$ cat src/rtl/free_list.sv
// free_list -- circular FIFO of free physical register tags for a rename stage.
//
// The head entry is always presented on p_rd_new; the map table consumes it
// whenever a destination-writing instruction dispatches (alloc). Tags come
// back from two sources: the old mapping of a retiring instruction, or the
// new mapping of an instruction flushed during recovery. Recovery has priority
// over retire when both present a tag in the same cycle.
//
// Ports
//   clk               in   sole clock, rising edge
//   rst               in   synchronous reset, active low
//   hazard_stall      in   dispatch stalled by hazard logic
//   RegDest           in   dispatching instruction writes a destination
//   recover           in   recovery in progress (blocks allocation)
//   retire_PR[5:0]    in   tag freed at retire
//   retire_valid      in   retire_PR valid
//   recover_PR[5:0]   in   tag released by a flushed instruction
//   recover_PR_valid  in   recover_PR valid
//   p_rd_new[5:0]     out  head entry (don't-care when free_empty)
//   free_empty        out  no free tags (registered count == 0)
//   free_count[5:0]   out  registered number of free tags, 0..DEPTH
//   fl_err            out  sticky error: underflow, overflow or double push
module free_list #(
    parameter int DEPTH = 32
) (
    input  logic       clk,
    input  logic       rst,
    input  logic       hazard_stall,
    input  logic       RegDest,
    input  logic       recover,
    input  logic [5:0] retire_PR,
    input  logic       retire_valid,
    input  logic [5:0] recover_PR,
    input  logic       recover_PR_valid,
    output logic [5:0] p_rd_new,
    output logic       free_empty,
    output logic [5:0] free_count,
    output logic       fl_err
);

    localparam int PW = (DEPTH > 1) ? $clog2(DEPTH) : 1;

    logic [5:0]    entry_q [DEPTH];
    logic [PW-1:0] head_q, head_d;
    logic [PW-1:0] tail_q, tail_d;
    logic [5:0]    count_q, count_d;
    logic          err_q, err_d;

    logic          alloc;
    logic          push_req;
    logic [5:0]    push_pr;
    logic          pop_ok;
    logic          push_ok;
    logic          underflow;
    logic          overflow;
    logic          dual_push;

    function automatic logic [PW-1:0] ptr_inc(input logic [PW-1:0] p);
        return (p == PW'(DEPTH - 1)) ? '0 : p + PW'(1);
    endfunction

    always_comb begin
        alloc     = RegDest && !hazard_stall && !recover;
        push_req  = recover_PR_valid || retire_valid;
        push_pr   = recover_PR_valid ? recover_PR : retire_PR;
        dual_push = recover_PR_valid && retire_valid;

        underflow = alloc && (count_q == 6'd0);
        pop_ok    = alloc && (count_q != 6'd0);
        // A full list can still accept a tag when a pop frees a slot this cycle.
        overflow  = push_req && (count_q == 6'(DEPTH)) && !pop_ok;
        push_ok   = push_req && !overflow;

        head_d  = pop_ok  ? ptr_inc(head_q) : head_q;
        tail_d  = push_ok ? ptr_inc(tail_q) : tail_q;
        count_d = count_q;
        if (push_ok && !pop_ok)
            count_d = count_q + 6'd1;
        else if (pop_ok && !push_ok)
            count_d = count_q - 6'd1;

        err_d = err_q || underflow || overflow || dual_push;
    end

    always_ff @(posedge clk) begin
        if (!rst) begin
            for (int i = 0; i < DEPTH; i++)
                entry_q[i] <= 6'(32 + i);
            head_q  <= '0;
            tail_q  <= '0;
            count_q <= 6'(DEPTH);
            err_q   <= 1'b0;
        end else begin
            if (push_ok)
                entry_q[tail_q] <= push_pr;
            head_q  <= head_d;
            tail_q  <= tail_d;
            count_q <= count_d;
            err_q   <= err_d;
        end
    end

    assign p_rd_new   = entry_q[head_q];
    assign free_empty = (count_q == 6'd0);
    assign free_count = count_q;
    assign fl_err     = err_q;

endmodule

$ cat config.mk
export PLATFORM = sky130hd
export DESIGN_NAME = free_list
export DESIGN_NICKNAME = d
export VERILOG_FILES = /design/src/rtl/free_list.sv
export SDC_FILE = /design/constraint.sdc
export NUM_CORES = 1
export LEC_CHECK = 0
export CAP_MARGIN = 20
export CORE_MARGIN = 2
export CORE_UTILIZATION = 60
export DETAILED_ROUTE_END_ITERATION = 7
export PLACE_DENSITY = 0.78
export SLEW_MARGIN = 25
export SYNTH_ARGS = -nofsm -noshare
export SYNTH_HDL_FRONTEND = slang
export SYNTH_SLANG_ARGS = --single-unit
export TNS_END_PERCENT = 5
$ cat constraint.sdc
create_clock -name clk -period 3.9 [get_ports clk]
set_input_delay 0.975 -clock clk [delete_from_list [all_inputs] [get_ports clk]]
set_output_delay 0.975 -clock clk [all_outputs]
set_load 0.05 [all_outputs]
==> flow_summary.toml, run 1 <==
[worst_hold_path]
min_to = "fl_err$_SDFF_PN0_"
min_from = "fl_err$_SDFF_PN0_"
hold_class = "reg2reg"
whs_path_depth = 2

[setup_path]
critPathSlowestCell = "mux4_2"
r2r-end = "free_count[5]$_SDFFE_PN1P_"
r2r-start = "free_count[0]$_SDFFE_PN0P_"
crit_path_end_kind = "output port"
crit_buf_inv = 1
crit_path_max_fanout = 15
cp_top_family = "compound AO/OA/AOI/OAI gates"
arrival_ps = 2840
cp.required_ps = 2920
critPathMaxStageDelay_ps = 550
path_cells = "mux4_2 -> a22o_1 -> a221oi_1 -> nand3_1 -> buf_4"
crit_type = "reg2out"
reg2reg_depth = 9
rrSetupSlack_ps = 850
startpoint_type = "flop"

[die]
die_height_um = 133
dieArea_mm2 = 0.0177
io_pins = 33
die_w_um = 133
start_util = 0.608
row_count = 47
core_mm2 = 0.0164

[grt]
antenna_found_initial = 0
grt.overflow.total = 0
track_usage = 0.297
grt_pass1_wl_um = 39800
first_global_vias = 7143
grt_max_degree = 56

[finish]
final_cells = 1110
final_cell_area_mm2 = 0.0115
n_fill_cell = 1063
syn_to_final_growth_pct = 15.7
nNetsFinal = 906
final_util = 0.703
insertedDiodeCount = 0
final_layout_size_suffix_gt1_frac = 0.154

[routing]
drc = 2
antenna_left = 0
drtIter0Drc = 1293
drt-vias-per-instance = 6.53
post_drt_wl_per_cell_um = 23.5
routed_wirelength_um = 26100
drt_pass1_iterations = 8
via_count = 7253

[clock_tree]
clock-sinks = 214
cts-root-buf = "clkbuf_16"
cts_tree = "done"
numCtsBuffers = 22
clockBufferDepth = 3
clk_latency_ps = 510
clk_pin_slew_worst_paths_ps = 70
htree_levels = 1

[placement]
pre_cts_ws_ps = 19.7
port_buffers = 32
placed_cells = 1070
gp_congestion = 0.915
dpl.hpwl_um = 18300
dpl_cell_area_mm2 = 0.0108

[pwr]
peakVddDrop_v = 0.000493
p_switching_mw = 1.89
power_frac_comb = 0.214
power_mw = 6.27
leakagePower_nw = 3.54
seqPwrFrac = 0.434
power-per-cell-area_mw_per_mm2 = 544
power.share.clock = 0.352
p_int_mw = 4.38
swShare = 0.302

[synthesis]
ys_types = 55
yosys.area.top_type_share = 0.578
synth_nets = 849
synth_area_mm2 = 0.00997
synth_area_leaders = "edfxtp_1, nand2_1, mux2i_1"
synthCells = 817
synth_top_cell_by_area = "edfxtp_1"
yosysSeqAreaShare = 0.622
synth_edf_count = 192
yosys_warnings = 0
ys_async_sr_fraction = 0
synth.avg_cell_area_um2 = 12.2
ys_ff_latch = 214
ys.flop_type = "edfxtp_1"

[sta]
fin_crit_ps = 3810
max_freq_ghz = 0.262
worstMarginPinSlew_ps = 1030
post-route-period-util = 0.978
slew_violations = 0
finalSetupViolCount = 0
worst_hold_slack_ps = 527
clock_skew_ps = 10.3
relSlewSlack = 0.308
fin_setup_tns_ps = 0
rsz0062_at_grt = "false"
hold_violations = 0
fin_ws_ps = 87.6

[run_status]
violations = "DRC"
status = "complete, but fails checks"

[run]
max_cap_viol_count = 0
## kinds of logic (layout without fill, tap and decap cells)
group           Yosys count  count (layout)  share of synthesized area
compound gates          105             105                     0.0694
xor+xnor                  3               3                    0.00264
fa+ha+maj                13              13                     0.0171
buf+inv                  59             132                     0.0260
flops                   214             214                      0.622
mux                      84              84                      0.115
simple gates            339             339                      0.147
## synth_stat cells, types with 8 or more instances
master,count
edfxtp_1,192
buf_2,12
o21ai_0,37
clkbuf_1,29
a21oi_1,13
mux4_2,24
buf_1,8
nand2_1,155
dfxtp_1,22
a22oi_1,12
nor2_1,113
ha_1,12
mux2i_1,54
nor2b_1,8
nand3_1,21
## power by group through the flow
stage	Clock, mW	Combinational [mW]	Sequential (mW)
CTS	2.21	1.32	2.72
finish	2.21	1.34	2.72
global placement	0	1.25	2.76
floorplan	0	0.778	2.82
detailed placement	0	1.31	2.77
global route	2.30	1.41	2.73
## final cells by class
cell class	instances	area [um^2]	area share
Clock inverter	14	125	0.0108
Multi-Input combinational cell	544	3530	0.306
Inverter	6	22.5	0.00195
Tap cell	220	275	0.0239
Clock buffer	26	639	0.0554
Timing Repair Buffer	86	723	0.0627
Sequential cell	214	6210	0.539
## layout by cell type, fill, tap and decap left out, types with 7 or more instances in the layout
cell,Yosys,final
and3_1,7,7
a21oi_1,13,13
mux4_2,24,24
nand3_1,21,21
edfxtp_1,192,192
clkbuf_16,0,25
nor2_1,113,113
clkdlybuf4s50_1,0,26
ha_1,12,12
dfxtp_1,22,20
buf_4,2,59
nand2_1,155,155
mux2i_1,54,54
o21ai_0,37,37
nor2b_1,8,8
a22oi_1,12,12
## timing repair
| action | CTS | global route |
|---|---|---|
| hold buffers | 0 | 0 |
| buffers inserted | 0 | 0 |
| gates cloned | 0 | 0 |
| endpoints found under the setup margin | 2 | 1 |
| resized for setup | 1 | 1 |
## flip-flops by register name, indices dropped and copies added, names as in the netlist, named ones only
signal / count
fl_err: 1
tail_q: 5
head_q: 5
free_count: 6
entry_q: 192
## worst register-to-register path, stage by stage (launching register included)
cell      delay, ps
dfxtp_1         410
nor4_4          620
a41oi_1         260
ha_1            310
inv_1           180
ha_1            310
and4b_1         200
a311oi_1        340
a31oi_1         130
nand3b_1        170
## routing by layer
layer / share of wire / track usage / vias to the layer above
met5: 0 / 0 / -
met4: 0.033 / 0.105 / 0
met3: 0.11 / 0.0448 / 76
met2: 0.50 / 0.498 / 558
met1: 0.36 / 0.401 / 3497
li1: - / - / 3122
## worst max-delay path by stage
stage                                             to          from  cells after the start
after global placement    free_count[5]$_SDFFE_PN1P_       RegDest                     10
after global routing                     p_rd_new[1]          flop                      5
after CTS                                p_rd_new[0]          flop                      5
final                                    p_rd_new[1]          flop                      5
after floorplan           free_count[5]$_SDFFE_PN1P_  hazard_stall                     11
after detailed placement  free_count[5]$_SDFFE_PN1P_       RegDest                     10
(Power assumes the default switching activity.)
==> inputs of run 2 (changes only) <==
Settings changed: REMOVE_ABC_BUFFERS set to 1.
==> run 2 against run 1 <==
- the run now ends clean
- combinational power is 3% lower
- largest cell class unchanged
- non-clock buffer count is 3 lower
- final cell count is 0.36% lower
- clock power is 8% lower
- critical endpoint is now p_rd_new[0]
- clock-buffer cell count is 1 higher
- highest routed layer unchanged
- clock skew is 15 ps higher
- register-to-register slack better by 190 ps
- global-route usage is 1.7 points lower
- via count is 2.8% lower
- final area is 0.67% lower
==> flow_summary.toml, run 2 (same netlist as run 1, synthesis figures left out) <==
[setup_path]
cp.required_ps = 2920
crit_buf_inv = 1
crit_type = "reg2out"
crit_path_max_fanout = 22
cp_top_family = "compound AO/OA/AOI/OAI gates"
critPathMaxStageDelay_ps = 610
startpoint_type = "flop"
path_cells = "mux4_2 -> a22o_1 -> a221oi_1 -> nand3_1 -> buf_4"
crit_path_end_kind = "output port"
critPathSlowestCell = "dfxtp_4"
arrival_ps = 2870

[pwr]
leakagePower_nw = 3.48
power-per-cell-area_mw_per_mm2 = 529
peakVddDrop_v = 0.000440
power_mw = 6.06

[placement]
gp_congestion = 0.942
dpl_cell_area_mm2 = 0.0107
dpl.hpwl_um = 17500
port_buffers = 32
pre_cts_ws_ps = 150

[die]
start_util = 0.608
die_w_um = 133
die_height_um = 133
core_mm2 = 0.0164
row_count = 47
io_pins = 33
dieArea_mm2 = 0.0177

[clock_tree]
ctsHoldBuffers = 0
numCtsBuffers = 22
clk_pin_slew_worst_paths_ps = 60
cts_tree = "done"
htree_levels = 1
clockBufferDepth = 3
clk_latency_ps = 510
clock-sinks = 214
cts-root-buf = "clkbuf_16"
cts_setup_buffers = 0

[routing]
drc = 0
via_count = 7049
routed_wirelength_um = 24500
antenna_left = 0
post_drt_wl_per_cell_um = 22.1
drt-vias-per-instance = 6.37
drt_pass1_iterations = 6
drtIter0Drc = 1046

[sta]
worstMarginPinSlew_ps = 970
max_freq_ghz = 0.260
rsz0062_at_grt = "false"
finalSetupViolCount = 0
clock_skew_ps = 25.1
relSlewSlack = 0.352
fin_ws_ps = 59.0
fin_crit_ps = 3840
slew_violations = 0
worst_hold_slack_ps = 507
post-route-period-util = 0.985
hold_violations = 0

[finish]
final_cell_area_mm2 = 0.0115
syn_to_final_growth_pct = 14.9
regArea_mm2 = 0.00621
final_util = 0.698
final_cell_mix = "edfxtp_1, nand2_1, nor2_1, buf_4, mux2i_1"
insertedDiodeCount = 0
n_fill_cell = 1073
nNetsFinal = 903
largest_reg_flops = 192
final_layout_size_suffix_gt1_frac = 0.148
multi_input_area_mm2 = 0.00355
top_register = "entry_q"
mostFrequentLayoutCell = "edfxtp_1"

[grt]
grt_max_degree = 49
track_usage = 0.280
first_global_vias = 6901
antenna_found_initial = 1
grt.overflow.total = 0
grt_pass1_wl_um = 37500

[run]
max_cap_viol_count = 0

[worst_hold_path]
hold_class = "reg2reg"

[run_status]
status = "finished clean"
run 2: cell count changes in the layout (fill, tap and decap cells not counted), sizes merged:
cell	previous run	this run
clkbuf	26	27
inv	10	6
clkinv	8	7
clkinvlp	0	3
buf	60	58
clkdlybuf4s50	26	25
run 2: metal layers:
layer	wire, um	part of all wire	vias up	global-route usage
met1	9150	0.37	3396	0.369
met5	0	0	-	0
met4	871	0.036	0	0.102
met2	11700	0.48	471	0.455
li1	-	-	3108	-
met3	2740	0.11	74	0.0716
run 2: area by class of cell:
class | instances | area share
inverter | 6 | 0.00197
multi-input combinational | 544 | 0.310
clock buffer | 27 | 0.0516
sequential | 214 | 0.542
timing repair buffer | 83 | 0.0607
tap | 220 | 0.0240
clock inverter | 12 | 0.00972
run 2: path summary, 6_finish.rpt:
path / startpoint / endpoint / slack [ps] / cells after the start
setup / recovery: flop / p_rd_new[0] / 60 / 5
hold / removal: fl_err$_SDFF_PN0_ / fl_err$_SDFF_PN0_ / 510 / 2
setup reg to reg: free_count[0]$_SDFFE_PN0P_ / free_count[5]$_SDFFE_PN1P_ / 1040 / 9
hold reg to reg: fl_err$_SDFF_PN0_ / fl_err$_SDFF_PN0_ / 510 / 2
run 2: power by group:
group	internal, mW	switching [mW]
registers	2.62	0.100
clock network	1.21	0.839
logic	0.449	0.852
total	4.27	1.79
run 2: tightest hold or removal path: stages, from the launching register on:
cell and delay, ps:
dfxtp_1 330, a221oi_1 50, nor2b_1 100
run 2: what timing repair did:
item / CTS / global route
cloned: 0 / 0
pin swaps: 0 / 0
gates resized for setup: 1 / 3
setup endpoints to repair: 6 / 3
run 2: through the flow:
stage,setup TNS (ps),instances
final,0,1106
after global routing,0,1106
after global placement,0,1067
after CTS,0,1106
after floorplan,-4080,764
after detailed placement,0,1067
